<file path="config.mk">
export PLATFORM = sky130hd
export DESIGN_NAME = ram8
export DESIGN_NICKNAME = d
export VERILOG_FILES = /design/src/rtl/ram8.sv
export SDC_FILE = /design/constraint.sdc
export NUM_CORES = 1
export LEC_CHECK = 0
export ABC_AREA = 0
export CORE_MARGIN = 3
export CORE_UTILIZATION = 64
export CTS_CLUSTER_SIZE = 40
export DETAILED_ROUTE_END_ITERATION = 12
export MAX_ROUTING_LAYER = met4
export PLACE_DENSITY = 0.9
export SYNTH_ARGS = -nofsm -noshare
export SYNTH_HDL_FRONTEND = slang
export SYNTH_SLANG_ARGS = --single-unit
export TNS_END_PERCENT = 5
</file>
<file path="constraint.sdc">
create_clock -name clk -period 9.3 [get_ports clk]
set_input_delay 1.395 -clock clk [delete_from_list [all_inputs] [get_ports clk]]
set_output_delay 1.395 -clock clk [all_outputs]
set_load 0.01 [all_outputs]
</file>
<file path="src/rtl/ram8.sv">
// ----------------------------------------------------------------------------
// ram8 -- 8-word x WIDTH-bit Hack RAM8.
//
// Eight word registers, each with its own write enable. The enables come
// from a dmux8way-style decode of (load, address). The read word comes from
// a mux8way-style select on address. This is the leaf of the
// RAM64/RAM512/... data-memory hierarchy.
//
// Parameters
//   WIDTH    data word width in bits (default 16)
//   RST_VAL  value loaded into every word on reset (WIDTH bits, default 0)
//
// Ports
//   clk      in   1      single clock; all writes on the rising edge
//   reset    in   1      asynchronous, active-high; sets every word to RST_VAL
//   in       in   WIDTH  write data
//   load     in   1      write enable for the addressed word
//   address  in   3      word select 0..7
//   out      out  WIDTH  read data of word[address] (combinational)
//
// Build option
//   RAM8_WRITE_THROUGH_EN  when defined, out follows `in` while load=1, so
//                          the value being written shows in the same cycle.
//                          Storage behaves the same in both builds.
// ----------------------------------------------------------------------------
module ram8 #(
  parameter int unsigned           WIDTH   = 16,
  parameter logic [WIDTH-1:0]      RST_VAL = '0
) (
  input  logic             clk,
  input  logic             reset,
  input  logic [WIDTH-1:0] in,
  input  logic             load,
  input  logic [2:0]       address,
  output logic [WIDTH-1:0] out
);

  logic [WIDTH-1:0] word [8];
  logic [7:0]       ld;
  logic [WIDTH-1:0] rd;

  // dmux8way: ld[0] selects address 000 and ld[7] selects address 111.
  // All enables stay low when load=0.
  always_comb begin
    ld = '0;
    if (load) ld[address] = 1'b1;
  end

  // Reset wins over any write. A write that is pending while reset is high
  // is dropped.
  always_ff @(posedge clk or posedge reset) begin
    if (reset) begin
      for (int unsigned i = 0; i < 8; i++) word[3'(i)] <= RST_VAL;
    end else begin
      for (int unsigned i = 0; i < 8; i++)
        if (ld[3'(i)]) word[3'(i)] <= in;
    end
  end

  // mux8way16: combinational read with zero cycles of latency.
  always_comb begin
    rd = word[address];
  end

`ifdef RAM8_WRITE_THROUGH_EN
  // The read and write address are the same, so a write always targets the
  // word on out.
  always_comb begin
    out = load ? in : rd;
  end
`else
  always_comb begin
    out = rd;
  end
`endif

endmodule

</file>
==> flow_metrics.tcl, run 1 <==
set metrics [dict create \
    dieArea_mm2 0.01065 \
    crit_path_start_kind "primary input" \
    drive_above_1_share_pct 50.39 \
    total_power_w 0.001717 \
    crit_start "address[0]" \
    diodes 0 \
    timing.rr.start "word[0]" \
    grt_max_degree 89 \
    worst_slew_pin_slew_ns 1.104 \
    cts-resized-gates 0 \
    endpoint_kind "primary output" \
    finalCriticalPeriod_ns 4.841 \
    regMostFlops "word" \
    largest_reg_flops 128 \
    finalNonFillerCells 495 \
    critical_path.top_delay_family "buffers and inverters" \
    antenna_found_initial 0 \
    die_y_um 103.2 \
    ys_seq_area_share_pct 52.99 \
    r2r_cells 1 \
    avgSynthCellArea_um2 18.04 \
    h-tree-depth 4 \
    root_buffer "clkbuf_8" \
    netlist_instances 335 \
    worstSkewPairLatency_ns 0.50 \
    avgRoutedWirePerCell_um 23.80 \
    yosys_warnings 0 \
    viasPerCell 6.420 \
    swShare_pct 23.85 \
    dp_hpwl_mm 6.425 \
    p_clk_share_pct 38.8 \
    min_path_type "reg -> reg" \
    grt_pass1_vias 3464 \
    synth_cell_types 14 \
    critPathKind "in -> out" \
    num_rows 34 \
    final_common_cell "mux2_2" \
    cts_made_buffers 17 \
    hold_viol_final 0 \
    dp_cells 463 \
    fin_crit_sh_pct 52.05 \
    clock-skew-final_ns 0 \
    cts_tree "built" \
    syn-num-nets 357 \
    hold_path_depth 1 \
    drt-total-wl_mm 11.78 \
    yosysTopAreaCellShare_pct 52.99 \
    hold_buffers 0 \
    syn2layout_area_growth_pct 14.90 \
    most-common-layout-cells "144 x mux2_2, 128 x dfrtp_1, 35 x clkdlybuf4s50_1, 28 x mux4_1, 16 x clkbuf_16" \
    clock.fmax_ghz 0.2066 \
    nets 396 \
    seq_power_share_pct 43.1 \
    cts_setup_buffers 0 \
    timing.hold.ws_ns 0.4979 \
    yosys.area.top_type "dfrtp_1" \
    arrival_ns 3.45 \
    drv_slew 0 \
    globalplace.congestion 0.7060 \
    cp_max_fo 40 \
    drt_iter0_markers 162 \
    portBuffers 37 \
    maxSlewHeadroom_pct 26.40 \
    rsz0062_at_grt "false" \
    setup_viol 0 \
    ios 38 \
    rrSetupSlack_ns 8.51 \
    core-area_mm2 0.008934 \
    status "finished clean" \
    initial_utilization_pct 67.66 \
    design_area_mm2 0.006945 \
    p_sw_w 0.0004095 \
    numClockSinks 128 \
    power.leakage_nw 2.996 \
    cp_slowest_cell "mux4_1" \
    max_cap_viol_count 0 \
    p_int_w 0.001307 \
    setup_tns_ns 0 \
    grt-ovfl-total 0 \
    drc_errors 0 \
    die_w_um 103.2 \
    vdd_drop_max_uv 219.4 \
    path_cells "buf_2 > buf_4 > mux4_1 > mux2_2 > clkdlybuf4s50_1" \
    clock_path_buffers 2 \
    power.density_mw_per_mm2 247.2 \
    max_stage_delay_ns 0.65 \
    min_to "word[90]" \
    cts.clk_slew.worst_paths_ns 0.05 \
    vias 3178 \
    ys_top_cells_by_area "dfrtp_1 53%, mux2_2 27%, mux4_1 12%, buf_6 1.7%, mux4_2 1.5%" \
    worst-path-buf-inv 3 \
    reg2reg_to "word[0]" \
    grt_usage_pct 25.18 \
    p_comb_share_pct 18.1 \
    synth_seq_cells 128 \
    grt_pass1_wl_mm 18.76 \
    cp.required_ns 7.91 \
    firstDrtPassIters 4 \
    synth_area_mm2 0.006045 \
    dpl-instance-area_mm2 0.006344 \
    hp-start "word[90]" \
    ant_nets 0 \
    reg.largest.list "word (128)" \
]
-- power groups by stage --
stage	clock [W]	sequential (W)	combinational, W
2_1_floorplan	0	0.000723	0.000229
3_3_place_gp	0	0.000736	0.000296
3_5_place_dp	0	0.000746	0.000310
4_1_cts	0.000673	0.000740	0.000316
5_1_grt	0.000699	0.000754	0.000336
6_report	0.000665	0.000740	0.000311
-- metal layers --
metal,up-vias,part of all wire (%),GRT usage [%],wire length (µm)
li1,1388,-,-,-
met3,6,3.3,5.969,386
met1,1717,44,32.17,5142
met2,67,52,41.69,6182
met5,-,0,-,0
met4,0,0.59,5.478,69
-- logic make-up after synthesis --
| family | Yosys count | synth area share [%] |
|---|---|---|
| AND/OR/NAND/NOR | 8 | 2.546 |
| flip-flops | 128 | 52.99 |
| multiplexers | 176 | 40.49 |
| buffers and inverters | 23 | 3.974 |
-- layout make-up --
cell class,instances,area (µm²)
Timing Repair Buffer,42,397.9
Sequential cell,128,3203
Clock buffer,20,445.4
Multi-Input combinational cell,184,2601
Fill cell,466,1988
Clock inverter,12,156.4
Inverter,1,6.256
Tap cell,108,135.1
-- per-stage QoR --
step | utilization, % | setup WS [ns]
2_1_floorplan | - | 4.492
3_3_place_gp | 71.01 | 4.528
3_5_place_dp | 71.01 | 4.470
4_1_cts | 77.75 | 4.452
5_1_grt | 77.75 | 4.407
6_report | 77.75 | 4.459
-- worst max-delay path by stage --
stage	end	slack, ns	cells past startpoint
6_report	out[3]	4.46	5
5_1_grt	out[1]	4.41	5
4_1_cts	out[1]	4.45	5
3_5_place_dp	out[3]	4.47	5
3_3_place_gp	out[5]	4.53	5
2_1_floorplan	word[0]	4.49	1
-- synthesized netlist by cell type --
master	number
buf_12	2
nand4b_4	3
mux2_2	144
nand4_4	1
inv_1	1
clkbuf_8	4
mux4_1	28
and4bb_2	3
nor4b_4	1
buf_2	5
buf_6	9
mux4_2	4
buf_4	2
dfrtp_1	128
Note: power is estimated with default switching activity, not from simulation.
==> run 2: changes to the inputs <==
--- a/config.mk
+++ b/config.mk
@@ -7,11 +7,11 @@
 export LEC_CHECK = 0
 export ABC_AREA = 0
 export CORE_MARGIN = 3
-export CORE_UTILIZATION = 64
+export CORE_UTILIZATION = 53
 export CTS_CLUSTER_SIZE = 40
 export DETAILED_ROUTE_END_ITERATION = 12
 export MAX_ROUTING_LAYER = met4
-export PLACE_DENSITY = 0.9
+export PLACE_DENSITY = 0.8
 export SYNTH_ARGS = -nofsm -noshare
 export SYNTH_HDL_FRONTEND = slang
 export SYNTH_SLANG_ARGS = --single-unit
==> constraint.sdc (replaced) <==
create_clock -name clk -period 4 [get_ports clk]
set_input_delay 0.6 -clock clk [delete_from_list [all_inputs] [get_ports clk]]
set_output_delay 0.6 -clock clk [all_outputs]
set_load 0.01 [all_outputs]
==> flow_metrics.tcl, run 2 (synthesized netlist as in run 1, its figures left out) <==
set metrics [dict create \
    grt_max_degree 81 \
    cts-resized-gates 0 \
    diodes 0 \
    finalCriticalPeriod_ns 3.296 \
    num_rows 38 \
    ant_nets 0 \
    globalplace.congestion 0.7029 \
    dp_hpwl_mm 6.836 \
    grt_pass1_vias 3454 \
    root_buffer "clkbuf_16" \
    clock-skew-final_ns 0 \
    dp_cells 498 \
    final_common_cell "mux2_2" \
    total_power_w 0.003897 \
    cts_setup_buffers 0 \
    drc_errors 0 \
    cp.required_ns 3.40 \
    syn2layout_area_growth_pct 15.57 \
    regMostFlops "word" \
    portBuffers 37 \
    min_path_type "reg -> reg" \
    clock.fmax_ghz 0.3034 \
    die_w_um 112.8 \
    place_ws_ns 0.6533 \
    viasPerCell 5.949 \
    most-common-layout-cells "144 x mux2_2, 128 x dfrtp_1, 35 x clkdlybuf4s50_1, 28 x mux4_1, 17 x clkbuf_16" \
    maxSlewHeadroom_pct 35.41 \
    h-tree-depth 4 \
    cts_tree "built" \
    fin_crit_sh_pct 82.39 \
    setup_tns_ns 0 \
    drive_above_1_share_pct 51.03 \
    hold_viol_final 0 \
    vdd_drop_max_uv 412.5 \
    finalNonFillerCells 530 \
    power.density_mw_per_mm2 557.9 \
    drv_slew 0 \
    max_cap_viol_count 0 \
    worst_slew_pin_slew_ns 0.9689 \
    avgRoutedWirePerCell_um 21.78 \
    rsz0062_at_grt "false" \
    nets 399 \
    drt-total-wl_mm 11.54 \
    firstDrtPassIters 4 \
    timing.hold.ws_ns 0.4979 \
    layout_setup_ws_ns 0.7045 \
    ios 38 \
    critPathKind "in -> out" \
    reg.largest.list "word (128)" \
    fillers 800 \
    power.leakage_nw 3.002 \
    initial_utilization_pct 55.04 \
    arrival_ns 2.70 \
    cts.clk_slew.worst_paths_ns 0.05 \
    numClockSinks 128 \
    dieArea_mm2 0.01272 \
    worstSkewPairLatency_ns 0.42 \
    endpoint_kind "primary output" \
    grt-ovfl-total 0 \
    hold_buffers 0 \
    cp_max_fo 31 \
    vias 3153 \
    die_y_um 112.8 \
    antenna_found_initial 0 \
    largest_reg_flops 128 \
    cts_made_buffers 17 \
    setup_viol 0 \
    grt_usage_pct 20.06 \
    clock_path_buffers 2 \
    grt_pass1_wl_mm 18.68 \
    status "finished clean" \
    core-area_mm2 0.01098 \
    crit_path_start_kind "primary input" \
    drt_iter0_markers 213 \
]
==> run 2: where the power goes <==
group | leakage (nW) | switching, W | internal (W)
registers | 1.54 | 0.000134 | 0.00158
logic | 1.19 | 0.000244 | 0.000477
clock network | 0.275 | 0.000577 | 0.000885
total | 3.00 | 0.000954 | 0.00294
==> run 2: critical path: stages <==
cell,delay (ns)
buf_2,0.67
mux4_1,0.65
mux2_2,0.28
clkdlybuf4s50_1,0.47
==> run 2: final cells by class <==
type                    instances  area (µm²)  area share [%]
well taps                     140       175.2           2.508
flip-flops and latches        128        3203           45.85
repair buffers                 45       432.9           6.197
clock buffers                  19       452.9           6.484
inverters                       1       7.507          0.1075
multi-input cells             184        2601           37.24
clock inverters                13       112.6           1.612
==> run 2: per-layer routing <==
layer | up-vias | wire length [µm] | global-route usage (%)
met5 | - | 0 | -
met4 | 0 | 187 | 7.292
met3 | 18 | 485 | 6.150
met2 | 63 | 5744 | 30.96
met1 | 1683 | 5124 | 25.25
li1 | 1389 | - | -
==> run 2: final timing paths <==
kind                             from        end  slack [ns]  depth (start not counted)
max in group asynchronous       reset  word[116]        2.50                          3
min in group asynchronous       reset   word[10]        0.73                          3
hold reg to reg              word[78]   word[78]        0.50                          1
hold / removal               word[78]   word[78]        0.50                          1
setup / recovery           address[0]     out[2]        0.70                          4
setup reg to reg             word[56]   word[56]        3.21                          1
==> run 2: per-stage QoR <==
step / instance area (µm²) / utilization [%]
6_report: 6985 / 63.60
3_5_place_dp: 6420 / 58.45
4_1_cts: 6985 / 63.60
5_1_grt: 6985 / 63.60
3_3_place_gp: 6420 / 58.45
2_1_floorplan: 6048 / -
==> run 3: changes to the inputs <==
--- a/config.mk
+++ b/config.mk
@@ -7,11 +7,11 @@
 export LEC_CHECK = 0
 export ABC_AREA = 0
 export CORE_MARGIN = 3
-export CORE_UTILIZATION = 53
+export CORE_UTILIZATION = 59
 export CTS_CLUSTER_SIZE = 40
 export DETAILED_ROUTE_END_ITERATION = 12
 export MAX_ROUTING_LAYER = met4
-export PLACE_DENSITY = 0.8
+export PLACE_DENSITY = 0.84
 export SYNTH_ARGS = -nofsm -noshare
 export SYNTH_HDL_FRONTEND = slang
 export SYNTH_SLANG_ARGS = --single-unit
==> constraint.sdc (replaced) <==
create_clock -name clk -period 3.4 [get_ports clk]
set_input_delay 0.51 -clock clk [delete_from_list [all_inputs] [get_ports clk]]
set_output_delay 0.51 -clock clk [all_outputs]
set_load 0.01 [all_outputs]
==> flow_metrics.tcl, run 3 (synthesized netlist as in run 1, its figures left out) <==
set metrics [dict create \
    drive_above_1_share_pct 51.15 \
    grt_usage_pct 22.42 \
    regArea_mm2 0.003203 \
    max_cap_viol_count 0 \
    p_comb_share_pct 17.9 \
    fin_crit_sh_pct 83.54 \
    finalCriticalPeriod_ns 2.840 \
    grt_pass1_vias 3373 \
    setup_viol 0 \
    vdd_drop_max_uv 512.2 \
    die_w_um 107.2 \
    drt_iter0_markers 163 \
    dpl-instance-area_mm2 0.006494 \
    layout_setup_ws_ns 0.5598 \
    grt_max_degree 61 \
    arrival_ns 2.33 \
    maxSlewHeadroom_pct 49.47 \
    clock.fmax_ghz 0.3521 \
    clock-skew-final_ns 0 \
    vias 3201 \
    regMostFlops "word" \
    cp.required_ns 2.89 \
    reg.largest.list "word (128)" \
    syn2layout_area_growth_pct 17.88 \
    design_area_mm2 0.007126 \
    die_y_um 107.2 \
    multi_input_area_mm2 0.002601 \
    dp_hpwl_mm 6.883 \
    wl_met2_mm 6.137 \
    min_path_type "in -> async" \
    endpoint_kind "primary output" \
    fin_util_pct 72.23 \
    drc_errors 0 \
    rsz0062_at_grt "false" \
    worst_slew_pin_slew_ns 0.7564 \
    most-common-layout-cells "144 x mux2_2, 128 x dfrtp_1, 35 x clkdlybuf4s50_1, 28 x mux4_1, 16 x clkbuf_16" \
    highest_layer "met4" \
    path_cells "buf_2 > buf_12 > mux4_1 > mux2_2 > clkdlybuf4s50_1" \
    diodes 0 \
    hold_buffers 0 \
    ant_nets 0 \
    cts_tree "built" \
    max_stage_delay_ns 0.56 \
    p_sw_w 0.001138 \
    dieArea_mm2 0.01150 \
    root_buffer "clkbuf_8" \
    clock_path_buffers 2 \
    wl_met3_um 448 \
    largest_reg_flops 128 \
    hold_viol_final 0 \
    cts_made_buffers 17 \
    setup_tns_ns 0 \
    cp_slowest_cell "mux4_1" \
    portBuffers 37 \
    critPathKind "in -> out" \
    drv_slew 0 \
    worstSkewPairLatency_ns 0.52 \
    numClockSinks 128 \
    worst-path-buf-inv 3 \
    cts.clk_slew.worst_paths_ns 0.06 \
    viasPerCell 6.109 \
    avgRoutedWirePerCell_um 22.22 \
    grt-ovfl-total 0 \
    nets 400 \
    antenna_found_initial 0 \
    final_common_cell "mux2_2" \
    drt-total-wl_mm 11.64 \
    cp_max_fo 16 \
    fillers 590 \
    p_clk_share_pct 39.9 \
    cts-resized-gates 0 \
    seq_power_share_pct 42.2 \
    ios 38 \
    cts_setup_buffers 0 \
    timing.hold.ws_ns 0.4658 \
    crit_path_start_kind "primary input" \
    status "finished clean" \
    h-tree-depth 4 \
    initial_utilization_pct 61.28 \
    critical_path.top_delay_family "buffers and inverters" \
    globalplace.congestion 0.7216 \
    wl_met1_mm 4.954 \
    power.leakage_nw 3.056 \
    swShare_pct 23.76 \
    num_rows 36 \
    p_int_w 0.003652 \
    core-area_mm2 0.009864 \
    grt_pass1_wl_mm 18.62 \
    firstDrtPassIters 4 \
    place_ws_ns 0.5568 \
    power.density_mw_per_mm2 672.2 \
]
## run 3: changes by cell type in the layout (fill, tap and decap cells not counted), sizes merged
cell    before  now
clkinv       7    3
buf         10   11
bufinv       1    4
inv          2    4
clkbuf      19   18
## run 3: layout make-up
| cell class | instances | share of cell area (%) |
|---|---|---|
| clock buffers | 18 | 6.005 |
| flip-flops and latches | 128 | 44.95 |
| inverters | 1 | 0.1054 |
| well taps | 133 | 2.335 |
| repair buffers | 46 | 7.234 |
| clock inverters | 14 | 2.862 |
| multi-input cells | 184 | 36.51 |
## run 3: worst paths after layout
kind                              to        from  depth (start not counted)  slack, ns
min in group clk            word[29]    word[29]                          1       0.50
min                        word[119]       reset                          2       0.47
max in group asynchronous   word[27]       reset                          3       2.01
min reg2reg                 word[29]    word[29]                          1       0.50
max reg2reg                 word[18]    word[18]                          1       2.61
max                           out[1]  address[2]                          5       0.56
## run 3: layer usage
metal	vias to the layer above	track usage, %
li1	1393	-
met1	1728	29.65
met2	71	35.48
met3	9	4.997
met4	0	6.301
met5	-	-
## run 3: stage by stage
step | std cells | power [W]
floorplan | 335 | 0.002604
global placement | 492 | 0.002845
detailed placement | 492 | 0.002902
CTS | 524 | 0.004837
global route | 524 | 0.004987
finish | 524 | 0.004790
## run 3: power by group through the flow
stage / Combinational, W / Sequential [W] / Clock, W
floorplan: 0.000627 / 0.00198 / 0
global placement: 0.000830 / 0.00202 / 0
detailed placement: 0.000862 / 0.00204 / 0
CTS: 0.000872 / 0.00202 / 0.00195
global route: 0.000923 / 0.00206 / 0.00201
finish: 0.000856 / 0.00202 / 0.00191
